**config.mk**
```make
export PLATFORM = sky130hd
export DESIGN_NAME = run_ctrl
export DESIGN_NICKNAME = d
export VERILOG_FILES = /design/src/rtl/run_ctrl.sv
export SDC_FILE = /design/constraint.sdc
export NUM_CORES = 1
export LEC_CHECK = 0
export CAP_MARGIN = 20
export CORE_MARGIN = 2
export CORE_UTILIZATION = 35
export CTS_CLUSTER_DIAMETER = 40
export DETAILED_ROUTE_END_ITERATION = 10
export PLACE_DENSITY = 0.61
export SLEW_MARGIN = 20
export SYNTH_ARGS = -nofsm -noshare
export SYNTH_HDL_FRONTEND = slang
export SYNTH_SLANG_ARGS = --single-unit
```
**constraint.sdc**
```tcl
create_clock -name clk -period 5.63 [get_ports clk]
set_input_delay 0.8445 -clock clk [delete_from_list [all_inputs] [get_ports clk]]
set_output_delay 0.8445 -clock clk [all_outputs]
set_load 0.02 [all_outputs]
```
**src/rtl/run_ctrl.sv**
```systemverilog
// Run controller: sequences IDLE -> RUN -> DONE for a small core, producing the
// fetch address, run enable, completion/timeout flags and a RUN-cycle counter.
module run_ctrl #(
    parameter int unsigned PC_W    = 10,
    parameter int unsigned START0  = 0,
    parameter int unsigned START1  = 64,
    parameter int unsigned START2  = 128,
    parameter int unsigned START3  = 192,
    parameter logic [15:0] TIMEOUT = 16'hFFF0
) (
    input  logic            clk,
    input  logic            init_n,
    input  logic [1:0]      prog_sel,
    input  logic            halt,
    input  logic            branch_taken,
    input  logic [PC_W-1:0] branch_target,
    input  logic            stall,
    output logic [PC_W-1:0] pc,
    output logic            run,
    output logic            done,
    output logic            timeout,
    output logic [15:0]     cycle_ct
);

    typedef enum logic [1:0] {
        IDLE = 2'd0,
        RUN  = 2'd1,
        DONE = 2'd2
    } state_e;

    state_e          state_q, state_d;
    logic [PC_W-1:0] pc_q, pc_d;
    logic            run_q, run_d;
    logic            done_q, done_d;
    logic            timeout_q, timeout_d;
    logic [15:0]     cycle_ct_q, cycle_ct_d;

    logic [PC_W-1:0] start_pc;
    logic            halt_acc;
    logic            tmo_hit;

    always_comb begin
        start_pc = PC_W'(START0);
        case (prog_sel)
            2'd0:    start_pc = PC_W'(START0);
            2'd1:    start_pc = PC_W'(START1);
            2'd2:    start_pc = PC_W'(START2);
            default: start_pc = PC_W'(START3);
        endcase
    end

    // A stalled instruction is not executed, so its halt flag does not count.
    assign halt_acc = halt & ~stall;
    assign tmo_hit  = (cycle_ct_q == TIMEOUT);

    always_comb begin
        state_d    = state_q;
        pc_d       = pc_q;
        run_d      = run_q;
        done_d     = done_q;
        timeout_d  = timeout_q;
        cycle_ct_d = cycle_ct_q;
        case (state_q)
            IDLE: begin
                pc_d    = start_pc;
                run_d   = 1'b1;
                state_d = RUN;
            end
            RUN: begin
                if (halt_acc) begin
                    cycle_ct_d = cycle_ct_q + 16'd1;
                    done_d     = 1'b1;
                    run_d      = 1'b0;
                    state_d    = DONE;
                end else if (tmo_hit) begin
                    // Forced completion freezes the counter at the limit.
                    done_d    = 1'b1;
                    timeout_d = 1'b1;
                    run_d     = 1'b0;
                    state_d   = DONE;
                end else begin
                    cycle_ct_d = cycle_ct_q + 16'd1;
                    if (!stall) begin
                        if (branch_taken) pc_d = branch_target;
                        else              pc_d = pc_q + 1'b1;
                    end
                end
            end
            DONE: begin
                state_d = DONE;
            end
            default: begin
                state_d = IDLE;
                run_d   = 1'b0;
                done_d  = 1'b0;
            end
        endcase
    end

    always_ff @(posedge clk or negedge init_n) begin
        if (!init_n) begin
            state_q    <= IDLE;
            pc_q       <= '0;
            run_q      <= 1'b0;
            done_q     <= 1'b0;
            timeout_q  <= 1'b0;
            cycle_ct_q <= '0;
        end else begin
            state_q    <= state_d;
            pc_q       <= pc_d;
            run_q      <= run_d;
            done_q     <= done_d;
            timeout_q  <= timeout_d;
            cycle_ct_q <= cycle_ct_d;
        end
    end

    assign pc       = pc_q;
    assign run      = run_q;
    assign done     = done_q;
    assign timeout  = timeout_q;
    assign cycle_ct = cycle_ct_q;

endmodule
```
==> metrics.md <==
| Metric | Value |
|---|---|
| Final std cell area, no fill | `0.00241 mm²` |
| CTS sink count | `31` |
| Fraction of the yosys area taken by sequential cells | `0.431` |
| Via count of the first global-routing pass | `1530` |
| RSZ-0062 raised after global routing | `no` |
| Clock Skew | `just over 6 ps` |
| Total number of placement rows | `26` |
| Largest net degree at the start of global routing | `32` |
| Global placer's final weighted congestion | `around 0.80` |
| Startpoint of the lowest-slack register-to-register path | `state_q[1]$_DFFE_PN0P_` |
| Detailed-route via count | `1607` |
| Arrival time at the worst endpoint | `2800 ps` |
| Global-route wire length before repair | `7.30 mm` |
| Peak supply drop | `0.000210 V` |
| Hold Path Origin | `timeout$_DFFE_PN0P_` |
| DRC violations left | `0` |
| Die area | `0.00573 mm²` |
| Final critical-path required period | `2620 ps` |
| Total length of routed wires | `about 4.5 mm` |
| Post-synthesis instance area | `0.00180 mm²` |
| Post-route clock period utilization | `0.465` |
| Half-perimeter wire length after placement | `3.25 mm` |
| Net count after synthesis | `207` |
| Ordered cell list for the critical path | `inv_1 > ha_1 > inv_2 > nor3_1 > nand2_1 > o221a_2` |
| Asr flop ratio synth | `1.00` |
| Post-synth EDFFs | `0` |
| Area of the core | `between 0.005 and 0.006 mm²` |
| Cell Area, Placed | `between 0.002 and 0.0025 mm²` |
| Proportion of layout cells with a drive suffix above 1 | `0.0987` |
| 1st-pass router iterations | `4` |
| CTS tree | `yes` |
| Worst r2r dst | `pc[7]$_DFFE_PN0P_` |
| Source-to-sink clock delay at the later pin of the worst-skew pair | `290 ps` |
| Critical path launch point type | `flop` |
| Netlist cell types | `48` |
| Max Fanout on Critical Path | `15` |
| Clock-pin slew reported for the worst setup and hold paths after clock tree synthesis | `70 ps` |
| Overall Global Routing Usage | `0.170` |
| WL/cell | `15.0 µm` |
| Resized Gates After CTS | `0` |
| Register-to-register setup slack | `3010 ps` |
| H-tree levels | `2` |
| Critical Path Slowest Stage Cell | `sky130_fd_sc_hd__nor3_1` |
| CP peak stage delay | `~790 ps` |
| Number of design-rule violations left by the first detailed-router iteration | `87` |
| Quantity of hold-fixing buffers added after cts | `0` |
| Post-synth top flop | `sky130_fd_sc_hd__dfrtp_1` |
| Setup_tns | `0 ps` |
| Pleak | `about 0.95 nW` |
| Endpoint kind of the worst setup timing path | `flop` |
| Hold path depth | `1` |
| Final Max Tran Viols | `0` |
| Number of nets in the layout | `256` |
| Tightest Pin Transition | `903 ps` |
| Post-CTS Setup Bufs | `0` |
| Worst-case clock buffer depth | `2` |
| Destination of the worst hold path | `timeout$_DFFE_PN0P_` |
| Type of the worst setup path | `reg2reg` |
| Maximum clock frequency | `about 380 MHz` |
| Final number of hold-violating endpoints | `0` |
| Count of port buffers added during placement | `45` |
| Number of antenna violations at the first check in global routing | `0` |
| DIE WIDTH | `75.7 µm` |
| Max-Slew Margin vs Limit | `0.393` |
| HP Class | `reg2reg` |
| I/O pin count | `46` |
| Power per standard cell area | `398 mW/mm²` |
| Required time at the worst-slack endpoint | `5810 ps` |
| Total of flip-flops plus latches after synthesis | `31` |
| Post-synthesis instance total | `184` |
| CTS buffer count | `5` |
| Vert. Die Dim | `75.7 µm` |
| GRT overflow | `0` |
| Max_cap viols | `0` |
| Synth-to-layout area growth | `34.1%` |
| Depth of the worst register-to-register path | `6` |
| Setup violations, final | `0` |
| Clk root buf | `sky130_fd_sc_hd__clkbuf_8` |
| Inserted Diodes | `0` |
| Vias/cell | `5.30` |
| Run status | `complete, no violations` |
| Starting density of the core | `0.357` |
| Antenna Violating Nets Remaining | `0` |
| Yosys warning count | `0` |
| Post-Synthesis Mean Instance Area | `9.79 µm²` |
-- stage by stage --
step            util  worst slack [ps]  hold slack (ps)  power [W]  cells
6_report       0.479              3010              482   0.000960    303
5_1_grt        0.479              2780              494    0.00103    303
4_1_cts        0.479              3020              483   0.000969    303
3_5_place_dp   0.461              2940              465   0.000786    296
3_3_place_gp   0.461              2960              469   0.000784    296
2_1_floorplan      -              3710              506   0.000604    184
-- kinds of logic (layout without fill, tap and decap cells) --
logic type,after synthesis,after routing,synth area share
flip-flops,31,31,0.431
AND/OR/NAND/NOR,74,74,0.230
buffers and inverters,12,61,0.0299
AO/OA/AOI/OAI,47,47,0.193
adder cells (fa/ha/maj),6,6,0.0417
multiplexers,5,5,0.0306
XOR/XNOR,9,9,0.0438
-- sequential cells by signal, summed over array words and instances (netlist names) --
signal and flops:
run 1, state_q 2, done 1, pc 10, timeout 1, cycle_ct 16
-- Yosys cell counts (6+ instances only) --
cell type	number	area, µm²
sky130_fd_sc_hd__xnor2_1	6	52.6
sky130_fd_sc_hd__ha_1	6	75.1
sky130_fd_sc_hd__inv_1	6	22.5
sky130_fd_sc_hd__o31ai_1	7	52.6
sky130_fd_sc_hd__a21oi_1	6	30.0
sky130_fd_sc_hd__o21ai_0	7	35.0
sky130_fd_sc_hd__nor3_1	7	35.0
sky130_fd_sc_hd__nand2_1	20	75.1
sky130_fd_sc_hd__nand3_1	9	45.0
sky130_fd_sc_hd__dfrtp_1	31	776
sky130_fd_sc_hd__nor2_1	6	22.5
-- area by class of cell --
class | instances | area, µm²
fill | 495 | 2630
tap | 70 | 87.6
clock inverter | 1 | 5.00
sequential | 31 | 776
timing repair buffer | 47 | 465
clock buffer | 6 | 82.6
inverter | 7 | 26.3
multi-input combinational | 141 | 971
-- where the power goes --
part | total, W | internal [W] | leakage (nW) | switching (W)
sequential | 0.000369 | 0.000282 | 0.383 | 0.0000874
clock | 0.000179 | 0.0000958 | 0.0470 | 0.0000834
combinational | 0.000412 | 0.000200 | 0.524 | 0.000212
-- cells in the final DEF (no fill, tap or decap), types with 2 or more instances in the layout --
cell type and n:
sky130_fd_sc_hd__clkdlybuf4s50_1 45, sky130_fd_sc_hd__dfrtp_1 31, sky130_fd_sc_hd__nand2_1 20, sky130_fd_sc_hd__nand3_1 9, sky130_fd_sc_hd__o21ai_0 7, sky130_fd_sc_hd__nor3_1 7
sky130_fd_sc_hd__o31ai_1 7, sky130_fd_sc_hd__inv_1 6, sky130_fd_sc_hd__xnor2_1 6, sky130_fd_sc_hd__a21oi_1 6, sky130_fd_sc_hd__nor2_1 6, sky130_fd_sc_hd__ha_1 6
sky130_fd_sc_hd__clkbuf_8 6, sky130_fd_sc_hd__nand2b_1 5, sky130_fd_sc_hd__nand4_1 5, sky130_fd_sc_hd__o41ai_1 5, sky130_fd_sc_hd__and3_1 4, sky130_fd_sc_hd__mux2_2 4
sky130_fd_sc_hd__nor2b_1 4, sky130_fd_sc_hd__nor4_1 3, sky130_fd_sc_hd__xor2_1 3, sky130_fd_sc_hd__a211oi_1 3, sky130_fd_sc_hd__or2_2 3, sky130_fd_sc_hd__o221a_2 2
sky130_fd_sc_hd__a211o_1 2, sky130_fd_sc_hd__a31oi_1 2, sky130_fd_sc_hd__o2bb2ai_1 2, sky130_fd_sc_hd__o21bai_1 2, sky130_fd_sc_hd__buf_4 2
-- per-layer routing --
| layer | track usage | share of wire | vias up |
|---|---|---|---|
| li1 | - | - | 798 |
| met1 | 0.214 | 0.49 | 761 |
| met2 | 0.280 | 0.44 | 42 |
| met3 | 0.0463 | 0.055 | 6 |
| met4 | 0.0585 | 0.014 | 0 |
| met5 | 0 | 0 | - |
-- worst max path at each step --
stage / from / endpoint / slack [ps] / depth (start not counted)
2_1_floorplan: halt / pc[2]$_DFFE_PN0P_ / 3710 / 3
3_3_place_gp: halt / pc[7]$_DFFE_PN0P_ / 2960 / 4
3_5_place_dp: halt / pc[7]$_DFFE_PN0P_ / 2940 / 4
4_1_cts: state_q[1]$_DFFE_PN0P_ / pc[7]$_DFFE_PN0P_ / 3020 / 6
5_1_grt: state_q[1]$_DFFE_PN0P_ / pc[7]$_DFFE_PN0P_ / 2780 / 6
6_report: state_q[1]$_DFFE_PN0P_ / pc[7]$_DFFE_PN0P_ / 3010 / 6
-- worst max-delay path: cells and delay by family (launching register included) --
family	cells	cell delay [ps]
AO/OA/AOI/OAI	1	290
adder cells (fa/ha/maj)	1	500
buffers and inverters	2	280
flip-flops	1	390
AND/OR/NAND/NOR	2	1060
Power figures use the tool's default switching activity.
